==> src/rtl/hilo_div_if.sv <==
// Handshake/data bus between the HI/LO divide controller and the shared iterative divider.
interface hilo_div_if;
    logic        dv_in_valid;
    logic [31:0] dv_dividend;
    logic [31:0] dv_divisor;
    logic [31:0] dv_quotient;
    logic [31:0] dv_remainder;
    logic        dv_out_valid;

    modport master (
        output dv_in_valid, dv_dividend, dv_divisor,
        input  dv_quotient, dv_remainder, dv_out_valid
    );

    modport slave (
        input  dv_in_valid, dv_dividend, dv_divisor,
        output dv_quotient, dv_remainder, dv_out_valid
    );
endinterface

==> src/rtl/hilo_div_ctrl.sv <==
// Sequences the shared unsigned divider for DIV/DIVU in the background and owns HI/LO.
// state   | meaning
// S_IDLE  | HI/LO accessible; accepts DIV/DIVU, MTHI/MTLO
// S_ISSUE | one-cycle start pulse to the divider, watchdog loaded
// S_WAIT  | waiting for divider result, watchdog counting down
// S_FIX   | apply result signs and write HI/LO
module hilo_div_ctrl #(
    parameter int unsigned TIMEOUT = 40
) (
    input  logic        clk,
    input  logic        rst,
    input  logic        div_req,
    input  logic        div_signed,
    input  logic [31:0] div_a,
    input  logic [31:0] div_b,
    input  logic        mfhi_req,
    input  logic        mflo_req,
    input  logic        mthi_req,
    input  logic        mtlo_req,
    input  logic [31:0] mt_data,
    output logic [31:0] hi,
    output logic [31:0] lo,
    output logic        stall,
    output logic        busy,
    output logic        dz_flag,
    output logic        err_timeout,
    hilo_div_if.master  dv
);
    localparam logic [1:0] S_IDLE  = 2'd0;
    localparam logic [1:0] S_ISSUE = 2'd1;
    localparam logic [1:0] S_WAIT  = 2'd2;
    localparam logic [1:0] S_FIX   = 2'd3;
    localparam int CW = $clog2(TIMEOUT + 1);

    logic [1:0]    state;
    logic [CW-1:0] wd_cnt;
    logic          neg_q;
    logic          neg_r;
    logic [31:0]   dividend_r;
    logic [31:0]   divisor_r;
    logic [31:0]   q_r;
    logic [31:0]   r_r;

    function automatic logic [31:0] mag(input logic [31:0] x, input logic sgn);
        return (sgn && x[31]) ? (~x + 32'd1) : x;
    endfunction

    assign busy           = (state != S_IDLE);
    assign stall          = busy & (div_req | mfhi_req | mflo_req | mthi_req | mtlo_req);
    assign dv.dv_in_valid = (state == S_ISSUE);
    assign dv.dv_dividend = dividend_r;
    assign dv.dv_divisor  = divisor_r;

    always_ff @(posedge clk) begin
        if (rst) begin
            state       <= S_IDLE;
            wd_cnt      <= '0;
            neg_q       <= 1'b0;
            neg_r       <= 1'b0;
            dividend_r  <= '0;
            divisor_r   <= '0;
            q_r         <= '0;
            r_r         <= '0;
            hi          <= '0;
            lo          <= '0;
            dz_flag     <= 1'b0;
            err_timeout <= 1'b0;
        end else begin
            case (state)
                S_IDLE: begin
                    // A divide wins over a same-cycle MTHI/MTLO, which is dropped.
                    if (div_req) begin
                        if (div_b == 32'd0) begin
                            hi      <= div_a;
                            lo      <= 32'hFFFF_FFFF;
                            dz_flag <= 1'b1;
                        end else begin
                            neg_q      <= div_signed & (div_a[31] ^ div_b[31]);
                            neg_r      <= div_signed & div_a[31];
                            dividend_r <= mag(div_a, div_signed);
                            divisor_r  <= mag(div_b, div_signed);
                            dz_flag    <= 1'b0;
                            state      <= S_ISSUE;
                        end
                    end else begin
                        if (mthi_req) hi <= mt_data;
                        if (mtlo_req) lo <= mt_data;
                    end
                end
                S_ISSUE: begin
                    wd_cnt <= CW'(TIMEOUT - 1);
                    state  <= S_WAIT;
                end
                S_WAIT: begin
                    if (dv.dv_out_valid) begin
                        q_r   <= dv.dv_quotient;
                        r_r   <= dv.dv_remainder;
                        state <= S_FIX;
                    end else if (wd_cnt == '0) begin
                        err_timeout <= 1'b1;
                        state       <= S_IDLE;
                    end else begin
                        wd_cnt <= wd_cnt - 1'b1;
                    end
                end
                S_FIX: begin
                    lo    <= neg_q ? (~q_r + 32'd1) : q_r;
                    hi    <= neg_r ? (~r_r + 32'd1) : r_r;
                    state <= S_IDLE;
                end
                default: state <= S_IDLE;
            endcase
        end
    end
endmodule
==> src/flat_wrapper.sv <==
// flat-port wrapper written by rule: the top's interface ports become plain ports
module hilo_div_ctrl_flat 
#(
    parameter int unsigned TIMEOUT = 40
)
  (clk, rst, div_req, div_signed, div_a, div_b, mfhi_req, mflo_req, mthi_req, mtlo_req, mt_data, hi, lo, stall, busy, dz_flag, err_timeout, dv_dv_in_valid, dv_dv_dividend, dv_dv_divisor, dv_dv_quotient, dv_dv_remainder, dv_dv_out_valid);
  hilo_div_if dv_i ();
  input  logic clk;
  input  logic rst;
  input  logic div_req;
  input  logic div_signed;
  input  logic [31:0] div_a;
  input  logic [31:0] div_b;
  input  logic mfhi_req;
  input  logic mflo_req;
  input  logic mthi_req;
  input  logic mtlo_req;
  input  logic [31:0] mt_data;
  output logic [31:0] hi;
  output logic [31:0] lo;
  output logic stall;
  output logic busy;
  output logic dz_flag;
  output logic err_timeout;
  output wire logic [$bits(dv_i.dv_in_valid)-1:0] dv_dv_in_valid;
  output wire logic [$bits(dv_i.dv_dividend)-1:0] dv_dv_dividend;
  output wire logic [$bits(dv_i.dv_divisor)-1:0] dv_dv_divisor;
  input wire logic [$bits(dv_i.dv_quotient)-1:0] dv_dv_quotient;
  input wire logic [$bits(dv_i.dv_remainder)-1:0] dv_dv_remainder;
  input wire logic [$bits(dv_i.dv_out_valid)-1:0] dv_dv_out_valid;
  assign dv_dv_in_valid = dv_i.dv_in_valid;
  assign dv_dv_dividend = dv_i.dv_dividend;
  assign dv_dv_divisor = dv_i.dv_divisor;
  assign dv_i.dv_quotient = dv_dv_quotient;
  assign dv_i.dv_remainder = dv_dv_remainder;
  assign dv_i.dv_out_valid = dv_dv_out_valid;
  hilo_div_ctrl #(.TIMEOUT(TIMEOUT)) u_core (.clk(clk), .rst(rst), .div_req(div_req), .div_signed(div_signed), .div_a(div_a), .div_b(div_b), .mfhi_req(mfhi_req), .mflo_req(mflo_req), .mthi_req(mthi_req), .mtlo_req(mtlo_req), .mt_data(mt_data), .hi(hi), .lo(lo), .stall(stall), .busy(busy), .dz_flag(dz_flag), .err_timeout(err_timeout), .dv(dv_i));
endmodule
==> config.mk <==
export PLATFORM = sky130hd
export DESIGN_NAME = hilo_div_ctrl_flat
export DESIGN_NICKNAME = d
export VERILOG_FILES = /design/src/rtl/hilo_div_if.sv /design/src/rtl/hilo_div_ctrl.sv /design/src/flat_wrapper.sv
export SDC_FILE = /design/constraint.sdc
export NUM_CORES = 1
export LEC_CHECK = 0
export ABC_AREA = 1
export BUFFER_PORTS_ARGS = -buffer_cell sky130_fd_sc_hd__buf_2
export CELL_PAD_IN_SITES_DETAIL_PLACEMENT = 1
export CELL_PAD_IN_SITES_GLOBAL_PLACEMENT = 1
export CORE_UTILIZATION = 37
export DETAILED_ROUTE_END_ITERATION = 6
export PLACE_DENSITY = 0.92
export SYNTH_ARGS = -nofsm -noshare
export SYNTH_HDL_FRONTEND = slang
export SYNTH_SLANG_ARGS = --single-unit
==> constraint.sdc <==
create_clock -name clk -period 2.2 [get_ports clk]
set_clock_uncertainty 0.2 [all_clocks]
set_input_delay 0.44 -clock clk [delete_from_list [all_inputs] [get_ports clk]]
set_output_delay 0.44 -clock clk [all_outputs]
set_load 0.05 [all_outputs]
---- Word level (Yosys, flattened, before mapping) ----
Cells that the tools add are included.
operators by class
  add/sub/neg operators ................... 5
  equal/unequal tests ..................... 11
  multiplexer cells ....................... 21
  bitwise operators ....................... 14
  reduce and logical (&&, ||, !) cells .... 16
operators by type and width
  kind                     count
  $mux W32                 10
  $add A32 B1 Y32 const B  4
  $not A32 Y32             4
  $pmux W32 S2             2
  $logic_not A32 Y1        1
  $reduce_and A3 Y1        6
  $mux W6                  2
  $pmux W6 S2              1
  $mux W2                  4
  $ne A2 B2 Y1 const B     4
  $pmux W2 S4              1
  $logic_not A6 Y1         1
  $ne A3 B2 Y1 const B     2
  $ne A3 B3 Y1 const B     2
  $reduce_bool A2 Y1       3
  $sub A6 B1 Y6 const B    1
  $eq A2 B2 Y1 const B     2
  $or A1 B1 Y1             4
  $reduce_and A2 Y1        2
  $and A1 B1 Y1            3
  $eq A2 B1 Y1 const B     1
  $logic_and A1 B1 Y1      2
  $logic_not A2 Y1         1
  $not A1 Y1               2
  other kinds (2)          2
storage, ports and cells
  register bits after elaboration ......... 204

---- Logic depth before layout (Yosys ltp) ----
Gate-level depths: netlist of run 1.
  depth after elaboration ................. 5
  gate-level depth with buffers ........... 13
  depth with buffers taken out ............ 13

---- Worst setup path after synthesis of run 1 ----
No wires, ideal clock.
  kind .................................... register to output
  start ................................... register u_core.state[0]
  end ..................................... output stall
  arrival time ............................ 1.521 ns
  required time ........................... 1.560 ns
  path slack .............................. 0.039 ns
  cell stages (with the launch flop) ...... 6
  path buffers ............................ 0
  path through ............................ dfxtp_1 -> inv_1 -> ha_1 -> inv_1 -> o41ai_1 -> inv_1
on the way
  cells in the longest elaborated chain, start to end .. 2
ends and longest elaborated chain
  element                 RTL line             source
  start, declared         hilo_div_ctrl.sv:35  logic [1:0] state;
  start signal, assigned  hilo_div_ctrl.sv:56  state <= S_IDLE;
  start signal, assigned  hilo_div_ctrl.sv:83  state <= S_ISSUE;
  start signal, assigned  hilo_div_ctrl.sv:92  state <= S_WAIT;
  $reduce_bool A2 Y1      hilo_div_ctrl.sv:48  assign busy = (state != S_IDLE);
  net busy                flat_wrapper.sv:22   output logic busy;
  $and A1 B1 Y1           hilo_div_ctrl.sv:49  assign stall = busy & (div_req | mfhi_req | mflo_req | mthi_req | mtlo_req);
  end, declared           flat_wrapper.sv:21   output logic stall;
The timed path passes the listed nets, and every way through them passes these cells.

---- Worst setup path after layout of run 1 ----
  start ................................... register u_core.state[1]
  end ..................................... output dv_dv_in_valid
on the way
  cells in the longest elaborated chain, start to end .. 1
ends and longest elaborated chain
  element        RTL line             source
  $eq A2 B1 Y1   hilo_div_ctrl.sv:50  assign dv.dv_in_valid = (state == S_ISSUE);
  end, declared  flat_wrapper.sv:25   output wire logic [$bits(dv_i.dv_in_valid)-1:0] dv_dv_in_valid;
Every way passes these cells.

==> results of run 1 <==
## area by class of cell
type | count | area (µm²) | share of cell area, %
multi-input cells | 1383 | 6680 | 41.7
flip-flops and latches | 204 | 4090 | 25.6
repair buffers | 471 | 3140 | 19.6
inverters | 197 | 748 | 4.67
clock buffers | 32 | 682 | 4.26
well taps | 396 | 495 | 3.09
clock inverters | 13 | 150 | 0.937
diodes | 11 | 27.5 | 0.172
## power by group through the flow
| stage | Sequential, mW | Clock, mW | Combinational [mW] |
|---|---|---|---|
| after global routing | 4.93 | 4.50 | 7.55 |
| final | 4.89 | 4.31 | 7.10 |
| after floorplan | 6.48 | 0 | 2.66 |
| after detailed placement | 4.91 | 0 | 6.44 |
| after CTS | 4.86 | 4.33 | 6.65 |
| after global placement | 4.88 | 0 | 6.20 |
## cell usage after synthesis, drive strengths merged
cell | n | area share [%]
buf | 29 | 1.4
ha | 11 | 1.2
nand3 | 177 | 7.6
clkbuf | 61 | 1.9
clkinv | 2 | 0.064
a311oi | 1 | 0.074
dfxtp | 204 | 35
o21bai | 6 | 0.48
nand3b | 8 | 0.51
o22ai | 5 | 0.27
and3 | 1 | 0.053
nor2 | 311 | 10
nor3 | 13 | 0.55
inv | 195 | 6.2
xnor2 | 6 | 0.45
nand4 | 28 | 1.5
a21oi | 175 | 7.4
xor2 | 38 | 2.8
or2 | 1 | 0.053
nand2 | 356 | 12
nor3b | 2 | 0.13
o21a | 2 | 0.13
o211ai | 2 | 0.13
o41ai | 1 | 0.074
o31ai | 2 | 0.13
a22oi | 1 | 0.064
a31oi | 8 | 0.43
o21ai | 228 | 9.7
## layer usage
| metal | share of wire, % | track usage [%] | up-vias |
|---|---|---|---|
| met1 | 39 | 39.3 | 7381 |
| met2 | 47 | 56.0 | 776 |
| li1 | - | - | 6941 |
| met5 | 0 | 0 | - |
| met3 | 7.2 | 5.92 | 262 |
| met4 | 7.2 | 25.0 | 0 |
## flip-flops by register name, summed over array words and instances (netlist names), 2 cells and up
signal and flops:
u_core.wd_cnt 6, u_core.hi 32, u_core.r_r 32, u_core.lo 32
u_core.state 2, u_core.dv.dv_dividend 32, u_core.q_r 32, u_core.dv.dv_divisor 32
## tightest hold or removal path, stage by stage
cell and delay, ns:
buf_2 0.07, o21ai_0 0.07, a21oi_1 0.11
## through the flow
step                      instances  setup TNS [ns]  power, mW  hold WS [ns]  util (%)
after global placement         2613           -2.12       11.1         0.252      47.2
after detailed placement       2613           -9.52       11.4         0.254      47.2
after floorplan                1874               0       9.14         0.244         -
final                          2707          -0.130       16.3      -0.00484      51.8
after CTS                      2679         -0.0722       15.8      0.000930      50.7
after global routing           2707          -0.754       17.0       0.00834      51.8
## logic make-up (layout without fill, tap and decap cells)
kind of cell,Yosys count,after routing,synth area share (%)
xor gates and xnor gates,44,44,3.27
adders and majority gates,11,11,1.17
and+or+nand+nor,897,897,32.3
AOI/OAI and AO/OA,431,431,18.9
buffers and inverters,287,713,9.65
other,0,11,0
DFF,204,204,34.7
## how the worst min path moves through the flow
stage                                    from                to  slack, ns  depth (start not counted)
final                     dv_dv_remainder[15]    u_core.r_r[15]     -0.005                          3
after CTS                 dv_dv_remainder[28]    u_core.r_r[28]     0.0009                          3
after detailed placement         u_core.lo[2]      u_core.lo[2]       0.25                          2
after floorplan              u_core.wd_cnt[5]  u_core.wd_cnt[5]       0.24                          2
after global placement       u_core.wd_cnt[5]  u_core.wd_cnt[5]       0.25                          2
after global routing      dv_dv_remainder[15]    u_core.r_r[15]      0.008                          3
## repair_timing
action,in CTS,in global routing
endpoints found under the hold margin,19,0
gates resized for setup,21,37
setup buffers,2,13
gates cloned,0,5
hold buffers,19,0
pin swaps,1,5
endpoints found under the setup margin,95,77
==> key figures, run 1 <==
Run status
  – Status: complete, but fails checks
  – Failing checks: negative hold slack, negative setup slack

Setup path
  – Slowest CP cell: dfxtp_4
  – CP Capture Point: dv_dv_in_valid
  – CP endpoint kind: output pin
  – CP max FO: 4
  – Crit. path cell count: 4
  – Worst r2r src: u_core.state[0]
  – Setup crit start kind: flip-flop
  – Flop-to-flop setup slack: 0.04 ns
  – Worst EP required: 1.56 ns
  – Worst-path cell chain: inv_2 > buf_4 > ha_1 > buf_6
  – Critical Path AT: 1.62 ns
  – Critical Path Source: u_core.state[1]
  – CP max stage delay: 0.36 ns
  – Crit path max-delay family: buffers and inverters
  – Critical R2R Capture: u_core.hi[3]
  – WS Path Type: reg2out
  – R2R cell count: 9
  – Critical path buffers and inverters: 3

Layout
  – Commonest cells after routing, fill and taps aside: nand2_1, buf_2, nor2_1, o21ai_0, dfxtp_1
  – Leading cell type in the layout, fill and taps excluded: nand2_1
  – Syn-to-layout area delta: 36.1%
  – Fill cell count: 4,147
  – # nets final: 2,462
  – Share of post-route cells with drive strength above 1: 23.8%
  – Post-route cell area: 16,000 µm²

Detailed routing
  – Avg WL per Cell: 21.7 µm
  – Drt drc: 0
  – Pre-Repair DR Iteration Count: 5
  – Vias per inst: 5.67
  – Drt initial violations: 1,145
  – Final ANT Viol Nets: 0
  – Wirelength, routed: 58,800 µm
  – Vias: 15,400

GRT
  – Initial antenna violation count: 14
  – Global-route wire length before repair: 86,400 µm
  – Largest net degree at the start of global routing: 69
  – Number of global-route vias before repair: 15,600
  – Gr usage total: 33.8%
  – Grt total ovfl: 0

Placed design
  – DP Wirelength: 42,100 µm
  – Buffers on Ports: 301
  – Pre-CTS setup slack: -0.210 ns
  – Routability cong.: 0.967
  – Area after DPL: 14,600 µm²

Floorplan
  – Core ar.: 30,900 µm²
  – Initial Util: 38.1%
  – Num rows: 64
  – Die Wd: 180 µm
  – # IOs: 302
  – Die height: 180 µm
  – Die area: 32,500 µm²

Timing
  – Setup violators final: 4
  – RSZ-0062 raised after global routing: true
  – Hold violation count in the final report: 1
  – Max-slew headroom: 53.4%
  – Final hold slack: -0.00484 ns
  – Max Fclk: 442 MHz
  – Slew @ Worst Pin: 0.692 ns
  – Share of the cycle needed by the critical path after routing: 103%
  – Clock period minus worst slack: 2.26 ns
  – Final-report max-slew violation count: 0
  – Final worst slack: -0.0601 ns

Yosys
  – Avg Inst Size Synth: 6.28 µm²
  – Post-Syn Instances: 1,874
  – Syn Nets: 2,054
  – Post-synthesis register bit count: 204
  – Yosys cell types: 40
  – Synth warnings: 0
  – Register area share after synthesis: 34.7%
  – Mapped cell area: 11,800 µm²

Power
  – Leakage: 7.87 nW
  – Power density over the cells: 1020 nW/µm²
  – Clock network fraction of total power: 26.4%
  – Combinational power share: 43.6%
  – Sw power: 7.25 mW
  – Internal Power: 9.06 mW
  – Max rail drop VDD: 589 µV
  – Sw Ratio: 44.5%
  – Sequential share of power: 30.0%

CTS
  – Later-pin clock latency in the skew report: 0.55 ns
  – Clock root buffer: clkbuf_16
  – H-tree depth: 1
  – Clock sinks: 204
  – CTS clk-pin slew, worst paths: 0.06 ns
  – CTS Buffer Depth: 3
  – TritonCTS Buffers: 25
  – TritonCTS clock tree: yes

Flow run
  – Maxcap violations: 0

Hold path
  – Hold WC Path Type: in2reg
No activity file was read; power rests on OpenSTA's default activity.
==> run 2: changes to the inputs <==
--- a/config.mk
+++ b/config.mk
@@ -12,6 +12,7 @@
 export CORE_UTILIZATION = 37
 export DETAILED_ROUTE_END_ITERATION = 6
 export PLACE_DENSITY = 0.92
+export RECOVER_POWER = 100
 export SYNTH_ARGS = -nofsm -noshare
 export SYNTH_HDL_FRONTEND = slang
 export SYNTH_SLANG_ARGS = --single-unit
==> run 2 against run 1 <==
Effect of this change:
- the flow still finishes with violations (negative hold slack, negative setup slack)
- critical path depth unchanged
- highest routed layer unchanged
- register-to-register slack about the same
- die area unchanged
==> key figures, run 2 (synthesis gave the netlist of run 1 again) <==
Floorplan
  – # IOs: 302 (unchanged)
  – Die height: 180 µm (unchanged)
  – Core ar.: 30,900 µm² (unchanged)
  – Die Wd: 180 µm (unchanged)
  – Initial Util: 38.1% (unchanged)
  – Num rows: 64 (unchanged)
  – Die area: 32,500 µm² (unchanged)

Setup path
  – CP endpoint kind: output pin
  – Worst EP required: 1.56 ns (about the same)
  – Worst-path cell chain: inv_2 > buf_4 > ha_1 > buf_6
  – Setup crit start kind: flip-flop
  – Crit path max-delay family: buffers and inverters
  – Slowest CP cell: dfxtp_4
  – CP max FO: 4 (unchanged)
  – Crit. path cell count: 4 (unchanged)
  – Critical Path AT: 1.60 ns (-0.02 ns)
  – R2R cell count: 9 (unchanged)
  – CP max stage delay: 0.36 ns (about the same)
  – Critical path buffers and inverters: 3 (unchanged)
  – WS Path Type: reg2out

Layout
  – Leading cell type in the layout, fill and taps excluded: nand2_1
  – Finished Layout Cells: 2,708 (+0.037%)
  – Share of post-route cells with drive strength above 1: 23.8% (unchanged)
  – Syn-to-layout area delta: 36.1% (about the same)
  – # nets final: 2,462 (unchanged)
  – Commonest cells after routing, fill and taps aside: nand2_1, buf_2, nor2_1, o21ai_0, dfxtp_1

GRT
  – Gr usage total: 33.8% (unchanged)
  – Global-route wire length before repair: 86,400 µm (unchanged)
  – Initial antenna violation count: 14 (unchanged)
  – Largest net degree at the start of global routing: 69 (unchanged)
  – Number of global-route vias before repair: 15,600 (unchanged)
  – Grt total ovfl: 0 (unchanged)

Power
  – Sw power: 7.24 mW (about the same)
  – Sequential share of power: 30.0% (about the same)
  – Leakage: 7.87 nW (unchanged)
  – Max rail drop VDD: 586 µV (-0.57%)
  – Sw Ratio: 44.4% (about the same)
  – Power density over the cells: 1020 nW/µm² (about the same)
  – Tot Pwr: 16.3 mW (about the same)
  – Clock network fraction of total power: 26.4% (about the same)
  – Internal Power: 9.06 mW (about the same)
  – Combinational power share: 43.6% (about the same)

Hold path
  – Hold Crit Depth: 3 (unchanged)
  – Hold WC Path Type: in2reg

Timing
  – Share of the cycle needed by the critical path after routing: 102% (-0.69 points)
  – Final worst slack: -0.0450 ns (+0.0151 ns)
  – Hold violation count in the final report: 1 (unchanged)
  – Clock period minus worst slack: 2.24 ns (-0.0151 ns)
  – Slew @ Worst Pin: 0.679 ns (-0.0126 ns)
  – Max-slew headroom: 54.2% (+0.85 points)
  – Final-report max-slew violation count: 0 (unchanged)
  – Setup violators final: 3 (-1)
  – RSZ-0062 raised after global routing: true
  – Max Fclk: 445 MHz (+0.67%)
  – Final hold slack: -0.00287 ns (+0.00197 ns)

Detailed routing
  – Final ANT Viol Nets: 0 (unchanged)
  – Wirelength, routed: 58,800 µm (about the same)
  – Drt initial violations: 1,159 (+1.2%)
  – Drt drc: 0 (unchanged)
  – Avg WL per Cell: 21.7 µm (about the same)
  – Vias per inst: 5.68 (about the same)
  – Vias: 15,400 (+0.12%)
  – Pre-Repair DR Iteration Count: 5 (unchanged)

Placed design
  – Buffers on Ports: 301 (unchanged)
  – Routability cong.: 0.967 (unchanged)
  – Post-placement cell count: 2,613 (unchanged)
  – Pre-CTS setup slack: -0.210 ns (unchanged)
  – DP Wirelength: 42,100 µm (unchanged)

CTS
  – H-tree depth: 1 (unchanged)
  – CTS Buffer Depth: 3 (unchanged)
  – Later-pin clock latency in the skew report: 0.55 ns (about the same)
  – Clock root buffer: clkbuf_16
  – TritonCTS Buffers: 25 (unchanged)
  – Clock sinks: 204 (unchanged)
  – TritonCTS clock tree: yes
  – CTS clk-pin slew, worst paths: 0.06 ns (about the same)

Run status
  – Failing checks: negative hold slack, negative setup slack
  – Status: complete, but fails checks

Flow run
  – Maxcap violations: 0 (unchanged)
## run 2: cell count changes in the layout (fill, tap and decap cells not counted), sizes merged
cell / previous run / this run
diode: 11 / 12
## run 2: cell type report
cell class	count	area [µm²]
Fill cell	4146	14900
Sequential cell	204	4090
Antenna cell	12	30.0
Inverter	197	748
Clock buffer	32	682
Timing Repair Buffer	471	3140
Multi-Input combinational cell	1383	6680
Clock inverter	13	150
Tap cell	396	495
## run 2: path summary, 6_finish.rpt
path,from,end,slack (ns)
worst min-delay path,dv_dv_remainder[15],u_core.r_r[15],-0.003
worst max-delay path,u_core.state[1],dv_dv_in_valid,-0.04
worst min register to register,u_core.lo[2],u_core.lo[2],0.26
worst max register to register,u_core.state[0],u_core.hi[3],0.05
## run 2: worst register-to-register path: stages (launching register included)
cell     delay (ns)
dfxtp_4        0.37
ha_2           0.22
inv_1          0.19
buf_4          0.17
o21ai_0        0.20
a21oi_1        0.44
a21oi_1        0.09
nand2_1        0.09
nand2_1        0.04
nor2_1         0.07
## run 2: power groups by stage
stage / clock (mW) / combinational (mW) / sequential [mW]
after floorplan: 0 / 2.66 / 6.48
after CTS: 4.33 / 6.65 / 4.86
final: 4.31 / 7.10 / 4.89
after global placement: 0 / 6.20 / 4.88
after detailed placement: 0 / 6.44 / 4.91
after global routing: 4.50 / 7.55 / 4.93
## run 2: metrics by stage
| step | TNS, ns | util [%] | cell area, µm² |
|---|---|---|---|
| after floorplan | 0 | - | 11800 |
| after global placement | -2.12 | 47.2 | 14600 |
| after detailed placement | -9.52 | 47.2 | 14600 |
| after CTS | -0.0722 | 50.7 | 15700 |
| after global routing | -0.754 | 51.8 | 16000 |
| final | -0.0962 | 51.8 | 16000 |
## run 2: what timing repair did
action	CTS	global route
buffers inserted	2	13
hold buffers	19	0
gates cloned	0	5
endpoints found under the setup margin	95	77
pin swaps	1	5
gates resized for setup	21	37
hold endpoints to repair	19	0
## run 2: layer usage
| layer | GRT usage (%) | wire length [µm] | up-vias |
|---|---|---|---|
| li1 | - | - | 6939 |
| met1 | 39.3 | 22400 | 7343 |
| met2 | 56.0 | 27400 | 821 |
| met3 | 5.92 | 4650 | 275 |
| met4 | 25.0 | 4360 | 0 |
| met5 | 0 | 0 | - |
==> run 3: changes to the inputs <==
==> constraint.sdc (replaced) <==
create_clock -name clk -period 2.3 [get_ports clk]
set_clock_uncertainty 0.2 [all_clocks]
set_input_delay 0.46 -clock clk [delete_from_list [all_inputs] [get_ports clk]]
set_output_delay 0.46 -clock clk [all_outputs]
set_load 0.05 [all_outputs]
==> run 3 against run 2 <==
Effect of this change:
- first-iteration DRC count fell by 16%
- core utilization down 2.4 points
- the run now ends clean
- largest power group unchanged
- non-clock buffer count shrank 65
- power shrank 5.9%
- clock power rose by 4%
- via count fell by 5.3%
- combinational power decreased by 13%
- global-route usage shrank 2.2 points
- cell count down 2.3%
- highest routed layer is now met5
- sequential power down 4.5%
- design area is 4.6% lower
==> key figures, run 3 (synthesis gave the netlist of run 1 again) <==
Run status
  – Status: finished, final reports clean

Timing
  – Slew @ Worst Pin: 0.850 ns (+0.170 ns)
  – Max-slew headroom: 42.7% (-11 points)
  – Final hold slack: 0.00652 ns (+0.00939 ns)
  – Share of the cycle needed by the critical path after routing: 98.4%
  – Max Fclk: 442 MHz
  – Final-report max-slew violation count: 0 (unchanged)
  – Hold violation count in the final report: 0 (-1)
  – Clock period minus worst slack: 2.26 ns
  – Setup violators final: 0 (-3)

CTS
  – TritonCTS Buffers: 25 (unchanged)
  – H-tree depth: 1 (unchanged)
  – CTS clk-pin slew, worst paths: 0.06 ns (about the same)
  – Clock sinks: 204 (unchanged)
  – Later-pin clock latency in the skew report: 0.54 ns (about the same)
  – CTS Buffer Depth: 3 (unchanged)
  – Clock root buffer: clkbuf_16
  – TritonCTS clock tree: yes

Floorplan
  – Num rows: 64 (unchanged)
  – Initial Util: 38.1% (unchanged)
  – # IOs: 302 (unchanged)
  – Die Wd: 180 µm (unchanged)
  – Die height: 180 µm (unchanged)
  – Core ar.: 30,900 µm² (unchanged)
  – Die area: 32,500 µm² (unchanged)

GRT
  – Number of global-route vias before repair: 14,600 (-6.2%)
  – Global-route wire length before repair: 81,200 µm (-6.1%)
  – Gr usage total: 31.6% (-2.2 points)
  – Initial antenna violation count: 14 (unchanged)
  – Largest net degree at the start of global routing: 69 (unchanged)
  – Grt total ovfl: 0 (unchanged)

Layout
  – Commonest cells after routing, fill and taps aside: nand2_1, nor2_1, o21ai_0, dfxtp_1, inv_1
  – Leading cell type in the layout, fill and taps excluded: nand2_1
  – Fill cell count: 4,259 (+2.7%)
  – Finished Layout Cells: 2,646 (-2.3%)
  – Syn-to-layout area delta: 29.8%
  – Post-route cell area: 15,300 µm² (-4.6%)
  – # nets final: 2,398 (-2.6%)
  – Share of post-route cells with drive strength above 1: 15.7% (-8.1 points)
  – Fin util: 49.4% (-2.4 points)

Placed design
  – DP Wirelength: 40,600 µm (-3.6%)
  – Post-placement cell count: 2,569 (-1.7%)
  – Routability cong.: 0.978 (+1.1%)
  – Area after DPL: 14,200 µm² (-2.3%)
  – Buffers on Ports: 301 (unchanged)

Hold path
  – Hold WC Path Type: in2reg

Setup path
  – Worst EP required: 1.64 ns (+0.08 ns)
  – CP max FO: 4 (unchanged)
  – WS Path Type: reg2out
  – Setup crit start kind: flip-flop
  – Critical Path AT: 1.60 ns (about the same)
  – CP endpoint kind: output pin

Detailed routing
  – Vias per inst: 5.50 (-3.1%)
  – Vias: 14,600 (-5.3%)
  – Final ANT Viol Nets: 0 (unchanged)
  – Pre-Repair DR Iteration Count: 5 (unchanged)
  – Wirelength, routed: 53,200 µm (-9.5%)
  – Avg WL per Cell: 20.1 µm (-7.4%)
  – Drt drc: 0 (unchanged)
  – Drt initial violations: 979 (-16%)

Power
  – Max rail drop VDD: 592 µV (+1.1%)
  – Power density over the cells: 1000 nW/µm² (-1.4%)
  – Leakage: 7.07 nW (-10%)

Flow run
  – Maxcap violations: 0 (unchanged)
[run 3: cell types whose count changed in the layout (fill, tap and decap cells not counted), sizes merged]
| cell | change |
|---|---|
| diode | +1 |
| clkinv | -6 |
| clkbuf | +128 |
| inv | +2 |
| buf | -182 |
| nand2 | +1 |
| clkdlybuf4s15 | -1 |
| clkinvlp | +1 |
| bufinv | +3 |
| dlygate4sd3 | -9 |
[run 3: area by class of cell]
cell class	count	area, µm²	share of cell area [%]
diodes	13	32.5	0.213
clock buffers	33	696	4.55
clock inverters	13	225	1.47
inverters	197	746	4.88
multi-input cells	1384	6640	43.5
flip-flops and latches	204	4090	26.7
well taps	396	495	3.24
repair buffers	406	2360	15.4
[run 3: worst paths after layout]
| check | start | depth (start not counted) | slack [ns] | to |
|---|---|---|---|---|
| worst max register to register | u_core.state[0] | 10 | 0.13 | u_core.lo[19] |
| worst min-delay path | dv_dv_quotient[24] | 3 | 0.007 | u_core.q_r[24] |
| worst min register to register | u_core.lo[2] | 2 | 0.27 | u_core.lo[2] |
| worst max-delay path | u_core.state[0] | 6 | 0.04 | stall |
[run 3: per-stage QoR]
| stage | setup WS [ns] | total power, mW | TNS, ns |
|---|---|---|---|
| 2_1_floorplan | 0.119 | 8.74 | 0 |
| 3_3_place_gp | 0.0156 | 10.5 | 0 |
| 3_5_place_dp | -0.118 | 10.7 | -3.45 |
| 4_1_cts | 0.00837 | 15.3 | 0 |
| 5_1_grt | -0.0384 | 16.0 | -0.919 |
| 6_report | 0.0372 | 15.3 | 0 |
[run 3: worst max-delay path, stage by stage, from the launching register on]
cell and delay, ns:
dfxtp_2 0.38, inv_2 0.09, ha_4 0.18, inv_2 0.09, o41ai_1 0.08, inv_1 0.06, buf_4 0.18
[run 3: timing repair]
action / in CTS / in global routing
endpoints found under the hold margin: 10 / 0
buffers inserted: 0 / 7
gates cloned: 0 / 1
hold buffers: 10 / 0
gates resized for setup: 8 / 27
setup endpoints to repair: 2 / 56
pin swaps: 0 / 4
[run 3: metal layers]
metal | global-route usage [%] | routed length, µm | share of wire, % | up-vias
li1 | - | - | - | 6824
met5 | 0 | 13 | 0.024 | -
met4 | 17.9 | 3180 | 6.0 | 2
met2 | 53.2 | 25000 | 47 | 570
met1 | 38.6 | 21700 | 41 | 6990
met3 | 4.63 | 3310 | 6.2 | 172
[run 3: where the power goes]
group          switching (mW)  total, mW  internal (mW)
Sequential              0.510       4.67           4.16
Combinational            4.50       6.17           1.68
Clock                    1.70       4.50           2.80
Total                    6.71       15.3           8.64
